[config.mk]
export PLATFORM = sky130hd
export DESIGN_NAME = tensor_core_quad_loader
export DESIGN_NICKNAME = d
export VERILOG_FILES = /design/src/rtl/tensor_core_pkg.sv /design/src/rtl/tensor_core_quad_packer.sv /design/src/rtl/tensor_core_quad_loader.sv
export SDC_FILE = /design/constraint.sdc
export NUM_CORES = 1
export LEC_CHECK = 0
export BUFFER_PORTS_ARGS = -buffer_cell sky130_fd_sc_hd__clkbuf_2
export CAP_MARGIN = 20
export CORE_UTILIZATION = 45
export CTS_CLUSTER_SIZE = 14
export DETAILED_ROUTE_END_ITERATION = 6
export PLACE_DENSITY_LB_ADDON = 0.05
export SLEW_MARGIN = 40
export SYNTH_ARGS = -nofsm -noshare
export SYNTH_HDL_FRONTEND = slang
export SYNTH_SLANG_ARGS = --single-unit
[constraint.sdc]
create_clock -name clock_in -period 1.8 [get_ports clock_in]
set_input_delay 0.09 -clock clock_in [delete_from_list [all_inputs] [get_ports clock_in]]
set_output_delay 0.09 -clock clock_in [all_outputs]
set_load 0.1 [all_outputs]
[src/rtl/tensor_core_pkg.sv]
// tensor_core_pkg: shared types and constants for the tensor core operand loader
package tensor_core_pkg;

    localparam int DATA_WIDTH          = 8;
    localparam int ELEMENTS_PER_MATRIX = 9;
    localparam int QUAD_LANES          = 4;

    typedef logic [2:0] quad_addr_t;
    typedef logic signed [DATA_WIDTH-1:0] element_t;

    typedef enum logic [1:0] {
        IDLE,
        FILL,
        WRITE,
        DONE
    } loader_state_t;

endpackage

[src/rtl/tensor_core_quad_packer.sv]
// tensor_core_quad_packer: lane buffer and lane counter that assemble one quad of elements
module tensor_core_quad_packer #(
    parameter int DATA_WIDTH = tensor_core_pkg::DATA_WIDTH
) (
    input  logic                         clock_in,
    input  logic                         reset_in,
    input  logic                         push,
    input  logic                         clear,
    input  logic [2:0]                   lanes_needed,
    input  logic signed [DATA_WIDTH-1:0] data_in,
    output logic signed [DATA_WIDTH-1:0] lanes [tensor_core_pkg::QUAD_LANES],
    output logic                         full
);
    import tensor_core_pkg::*;

    logic [2:0]                   count_q, count_d;
    logic signed [DATA_WIDTH-1:0] lanes_q [QUAD_LANES];
    logic signed [DATA_WIDTH-1:0] lanes_d [QUAD_LANES];

    // Clear zeroes every lane so unused lanes of a short quad read as 0; push fills the next lane
    always_comb begin
        lanes_d = lanes_q;
        count_d = count_q;
        if (clear) begin
            lanes_d = '{default: '0};
            count_d = '0;
        end else if (push) begin
            lanes_d[count_q[1:0]] = data_in;
            count_d               = count_q + 3'd1;
        end
    end

    // Lane storage and fill count
    always_ff @(posedge clock_in or negedge reset_in) begin
        if (!reset_in) begin
            lanes_q <= '{default: '0};
            count_q <= '0;
        end else begin
            lanes_q <= lanes_d;
            count_q <= count_d;
        end
    end

    assign lanes = lanes_q;
    // Asserted on the push that completes the quad, so the caller can move to WRITE on that edge
    assign full  = push && (count_q + 3'd1 == lanes_needed);

endmodule

[src/rtl/tensor_core_quad_loader.sv]
// tensor_core_quad_loader: packs a signed byte stream into quad writes for the tensor core register file.
// Optional QUAD_LOADER_PARTIAL_START_EN adds start_quad_in so a load can begin at a later quad.
module tensor_core_quad_loader #(
    parameter int DATA_WIDTH   = tensor_core_pkg::DATA_WIDTH,
    parameter int NUM_MATRICES = 2
) (
    input  logic                         clock_in,
    input  logic                         reset_in,
    input  logic                         start_in,
`ifdef QUAD_LOADER_PARTIAL_START_EN
    input  logic [2:0]                   start_quad_in,
`endif
    input  logic signed [DATA_WIDTH-1:0] data_in,
    input  logic                         data_valid_in,
    output logic                         data_ready_out,
    output logic                         quad_write_enable_out,
    output logic [2:0]                   quad_write_register_address_out,
    output logic signed [DATA_WIDTH-1:0] quad_write_data_out [tensor_core_pkg::QUAD_LANES],
    output logic                         busy_out,
    output logic                         done_out
);
    import tensor_core_pkg::*;

    localparam int ELEMENTS   = ELEMENTS_PER_MATRIX * NUM_MATRICES;
    localparam int QUADS      = (ELEMENTS + QUAD_LANES - 1) / QUAD_LANES;
    localparam int LAST_LANES = ELEMENTS - QUAD_LANES * (QUADS - 1);
    localparam quad_addr_t LAST_Q = quad_addr_t'(QUADS - 1);

    loader_state_t state_q, state_d;
    quad_addr_t    addr_q, addr_d, start_addr;
    logic          ready_q, ready_d, we_q, we_d, busy_q, busy_d, done_q, done_d;
    logic          clear, push, quad_full;
    logic [2:0]    lanes_needed;
    logic signed [DATA_WIDTH-1:0] lanes  [QUAD_LANES];
    logic signed [DATA_WIDTH-1:0] hold_q [QUAD_LANES];
    logic signed [DATA_WIDTH-1:0] hold_d [QUAD_LANES];

`ifdef QUAD_LOADER_PARTIAL_START_EN
    assign start_addr = (start_quad_in >= LAST_Q) ? LAST_Q : start_quad_in;
`else
    assign start_addr = '0;
`endif

    assign push         = data_valid_in & ready_q;
    assign lanes_needed = (addr_q == LAST_Q) ? 3'(LAST_LANES) : 3'(QUAD_LANES);

    tensor_core_quad_packer #(.DATA_WIDTH(DATA_WIDTH)) u_packer (
        .clock_in    (clock_in),
        .reset_in    (reset_in),
        .push        (push),
        .clear       (clear),
        .lanes_needed(lanes_needed),
        .data_in     (data_in),
        .lanes       (lanes),
        .full        (quad_full)
    );

    // Load sequencing; registered outputs are derived from the state being entered
    always_comb begin
        state_d = state_q;
        addr_d  = addr_q;
        clear   = 1'b0;
        case (state_q)
            IDLE: if (start_in) begin
                state_d = FILL;
                addr_d  = start_addr;
                clear   = 1'b1;
            end
            FILL: if (quad_full) state_d = WRITE;
            WRITE: if (addr_q == LAST_Q) begin
                state_d = DONE;
            end else begin
                state_d = FILL;
                addr_d  = addr_q + 3'd1;
                clear   = 1'b1;
            end
            default: state_d = IDLE;
        endcase
        ready_d = state_d == FILL;
        we_d    = state_d == WRITE;
        busy_d  = state_d != IDLE;
        done_d  = state_d == DONE;
    end

    // Data bus shows the packer lanes during the strobe and keeps the last written quad afterwards
    always_comb begin
        for (int i = 0; i < QUAD_LANES; i++) begin
            quad_write_data_out[i] = we_q ? lanes[i] : hold_q[i];
            hold_d[i]              = quad_write_data_out[i];
        end
    end

    // State, address and output registers
    always_ff @(posedge clock_in or negedge reset_in) begin
        if (!reset_in) begin
            state_q <= IDLE;
            addr_q  <= '0;
            ready_q <= 1'b0;
            we_q    <= 1'b0;
            busy_q  <= 1'b0;
            done_q  <= 1'b0;
            hold_q  <= '{default: '0};
        end else begin
            state_q <= state_d;
            addr_q  <= addr_d;
            ready_q <= ready_d;
            we_q    <= we_d;
            busy_q  <= busy_d;
            done_q  <= done_d;
            hold_q  <= hold_d;
        end
    end

    assign data_ready_out                  = ready_q;
    assign quad_write_enable_out           = we_q;
    assign quad_write_register_address_out = addr_q;
    assign busy_out                        = busy_q;
    assign done_out                        = done_q;

endmodule

==> impl_metrics.toml <==
[outcome]
status = "complete, no violations"

[routing]
vias_per_cell = 4.95
number_of_drc_markers_in_iteration_0 = 113
route.detailed.drc = 0
post_drt_wl_per_cell_um = 14.8
wl_um = 5870
dr_total_vias = 1966
detail-route-antenna-nets = 0
drt_pre_antenna_iters = 4

[synthesis]
synth_cell_types = 33
average_cell_area_after_synthesis_um2 = 13.0
ys_dominant_reg_cell = "sky130_fd_sc_hd__dfrtp_1"
synth_enable_flop_cells = 0
synth_top_area_share_pct = 60.3
synth-async-reset-ratio_pct = 100
post_synth_inst_count = 243
synth_area_um2 = 3150
flop_and_latch_count_out_of_synthesis = 76
netlist_top_cells_area = "sky130_fd_sc_hd__dfrtp_1, sky130_fd_sc_hd__mux2_2, sky130_fd_sc_hd__mux2i_1"
synth-warning-count = 0
seq_area_frac_synth_pct = 60.3
postSynthNetCount = 261
synth.largest_area_cell = "sky130_fd_sc_hd__dfrtp_1"

[place]
placement.setup.worst_slack_ns = 0.306
dpl-instance-area_um2 = 3540
port-buffer-count = 50
place_congestion = 0.757
place_hpwl_um = 3900

[final_layout]
finish.utilization_pct = 56.2
post-route-cell-area_um2 = 3820
multi_input_comb_area_um2 = 1160
final_nets = 315
register_area_um2 = 1910
count_of_antenna_diodes_in_the_layout = 0
final_layout_size_suffix_gt1_share_pct = 37.2
layout-area-overhead-vs-synth_pct = 21.2
nFillCells = 588

[clocking]
cts_tree = "done"
htreeDepth = 3
cts_bufs_inserted = 9
ctsRootBufferMaster = "sky130_fd_sc_hd__clkbuf_8"
cts.clk_slew.worst_paths_ns = 0.07
clk_latency_ns = 0.34
ctsLongestPathBuffers = 2
cts.sinks = 76

[critical_path]
crit_path_start_kind = "register"
critical_path_required_ns = 1.71
crit_path_top_delay_cell = "sky130_fd_sc_hd__dfrtp_4"
endpoint_kind = "primary output"
crit_family = "buffers and inverters"
worst_stage_delay_on_the_critical_path_ns = 0.50
worst_reg2reg_path_depth = 5
timing.setup.critical_path_class = "reg2out"
timing.critical_path.buf_inv = 2
endpoint_arrival_time_on_the_critical_path_ns = 1.65
worstPathCellList = "buf_12 -> mux2_2 -> buf_2"
timing.critical_path.depth = 3
crit_fanout = 12

[sta]
setup_ws_ns = 0.0621
setup_viol = 0
finClkSkew_ns = 0.00858
slew_headroom_pct = 63.7
final_cycle_share_pct = 96.5
fmaxAchievable_ghz = 0.575
layout_min_cycle_time_ns = 1.74
timing.final.max_slew_violations = 0
rsz0062_at_grt = "no"
finalHoldViolCount = 0
worst-slew-pin-transition_ns = 0.547

[min_path]
holdCritPathClass = "in2reg"
worstHoldPathCells = 3

[floorplan]
io_pins = 51
die_w_um = 85.7
chipHeight_um = 85.7
initial_core_util_pct = 46.4
coreArea_um2 = 6790
design.die.area_um2 = 7340
std_cell_rows = 30

[global_route]
grt_pass1_vias = 2005
grt-ovfl-total = 0
pin_count_of_the_biggest_net_entering_global_routing = 52
grtUsageTotal_pct = 18.1
grt_antenna_before_repair = 0
grt_pass1_wl_um = 9890

[flow_run]
cap_viol_max_count = 0
## final cells by class
type | count | share of cell area, %
sequential | 76 | 50.0
multi-input combinational | 150 | 30.4
timing repair buffer | 55 | 10.7
clock buffer | 14 | 4.52
tap | 96 | 3.14
clock inverter | 1 | 0.786
inverter | 5 | 0.491
## worst reg2reg max path, delay by kind of cell (launching register included)
kind / cells / cell delay [ns]
flops: 1 / 0.40
compound gates: 2 / 0.31
fa+ha+maj: 1 / 0.28
mux: 1 / 0.23
buf+inv: 1 / 0.16
## worst paths after layout
path / from / endpoint / slack [ns]
max reg2reg: u_packer.count_q[0] / state_q[0] / 0.29
max in group asynchronous: reset_in / hold_q[17] / 1.03
min reg2reg: hold_q[0] / hold_q[0] / 0.49
min: data_in[2] / u_packer.lanes[2] / 0.03
min in group asynchronous: reset_in / hold_q[6] / 0.20
max: quad_write_enable_out / quad_write_data_out[5] / 0.06
## kinds of logic after synthesis
group,after synthesis,synth area share [%]
flops,76,60.3
mux,58,19.7
xor+xnor,3,0.834
buf+inv,17,2.86
fa+ha+maj,6,2.38
simple gates,60,8.81
compound gates,23,5.04
## metal layers
metal | wire, µm | track usage (%)
met2 | 2760 | 27.6
met3 | 260 | 7.12
met5 | 0 | 0
met1 | 2770 | 23.7
met4 | 80 | 5.91
## synthesized netlist by cell type (2+ instances only)
library cell               instances
sky130_fd_sc_hd__xnor2_1           2
sky130_fd_sc_hd__nor2_1           27
sky130_fd_sc_hd__dfrtp_1          76
sky130_fd_sc_hd__inv_1             4
sky130_fd_sc_hd__buf_2             6
sky130_fd_sc_hd__mux2_2           31
sky130_fd_sc_hd__mux2_1            2
sky130_fd_sc_hd__a21oi_1          13
sky130_fd_sc_hd__mux2i_1          25
sky130_fd_sc_hd__buf_4             5
sky130_fd_sc_hd__nand2_1          18
sky130_fd_sc_hd__ha_1              6
sky130_fd_sc_hd__nand3_1           4
sky130_fd_sc_hd__nor3_1            2
sky130_fd_sc_hd__nand3_2           3
sky130_fd_sc_hd__a211oi_1          2
## cells in the final DEF (no fill, tap or decap), types with 2 or more instances in the layout
| cell | count |
|---|---|
| sky130_fd_sc_hd__dfrtp_1 | 71 |
| sky130_fd_sc_hd__a211oi_1 | 2 |
| sky130_fd_sc_hd__clkbuf_2 | 17 |
| sky130_fd_sc_hd__mux2_2 | 33 |
| sky130_fd_sc_hd__dfrtp_2 | 4 |
| sky130_fd_sc_hd__nand3_2 | 3 |
| sky130_fd_sc_hd__a21oi_1 | 13 |
| sky130_fd_sc_hd__clkbuf_8 | 12 |
| sky130_fd_sc_hd__mux2i_1 | 25 |
| sky130_fd_sc_hd__buf_12 | 4 |
| sky130_fd_sc_hd__ha_1 | 6 |
| sky130_fd_sc_hd__nor3_1 | 2 |
| sky130_fd_sc_hd__buf_2 | 6 |
| sky130_fd_sc_hd__buf_4 | 2 |
| sky130_fd_sc_hd__nor2_1 | 27 |
| sky130_fd_sc_hd__inv_1 | 4 |
| sky130_fd_sc_hd__nand3_1 | 4 |
| sky130_fd_sc_hd__xnor2_1 | 2 |
| sky130_fd_sc_hd__clkbuf_1 | 2 |
| sky130_fd_sc_hd__clkbuf_4 | 25 |
| sky130_fd_sc_hd__nand2_1 | 18 |
## repair_timing
action,4_1_cts,5_1_grt
setup endpoints to repair,23,8
hold buffers,1,0
endpoints found under the hold margin,25,0
setup buffers,0,0
pin swaps,0,0
gates resized for setup,23,10
## stage by stage
step | setup TNS (ns) | std cells | hold slack [ns]
6_report | 0 | 397 | 0.0300
5_1_grt | 0 | 397 | 0.0236
4_1_cts | 0 | 397 | 0.0123
3_5_place_dp | 0 | 381 | 0.0287
3_3_place_gp | 0 | 381 | 0.0308
2_1_floorplan | -0.608 | 243 | -0.206
## flip-flops by register name (all words and copies together) (netlist names), 2 cells and up
signal,flops
hold_q,32
u_packer.count_q,3
quad_write_register_address_out,3
u_packer.lanes,32
state_q,2
Power is left out: the tool's default activity adds up to more than one toggle a clock period on the data nets, which glitch-free logic cannot reach.
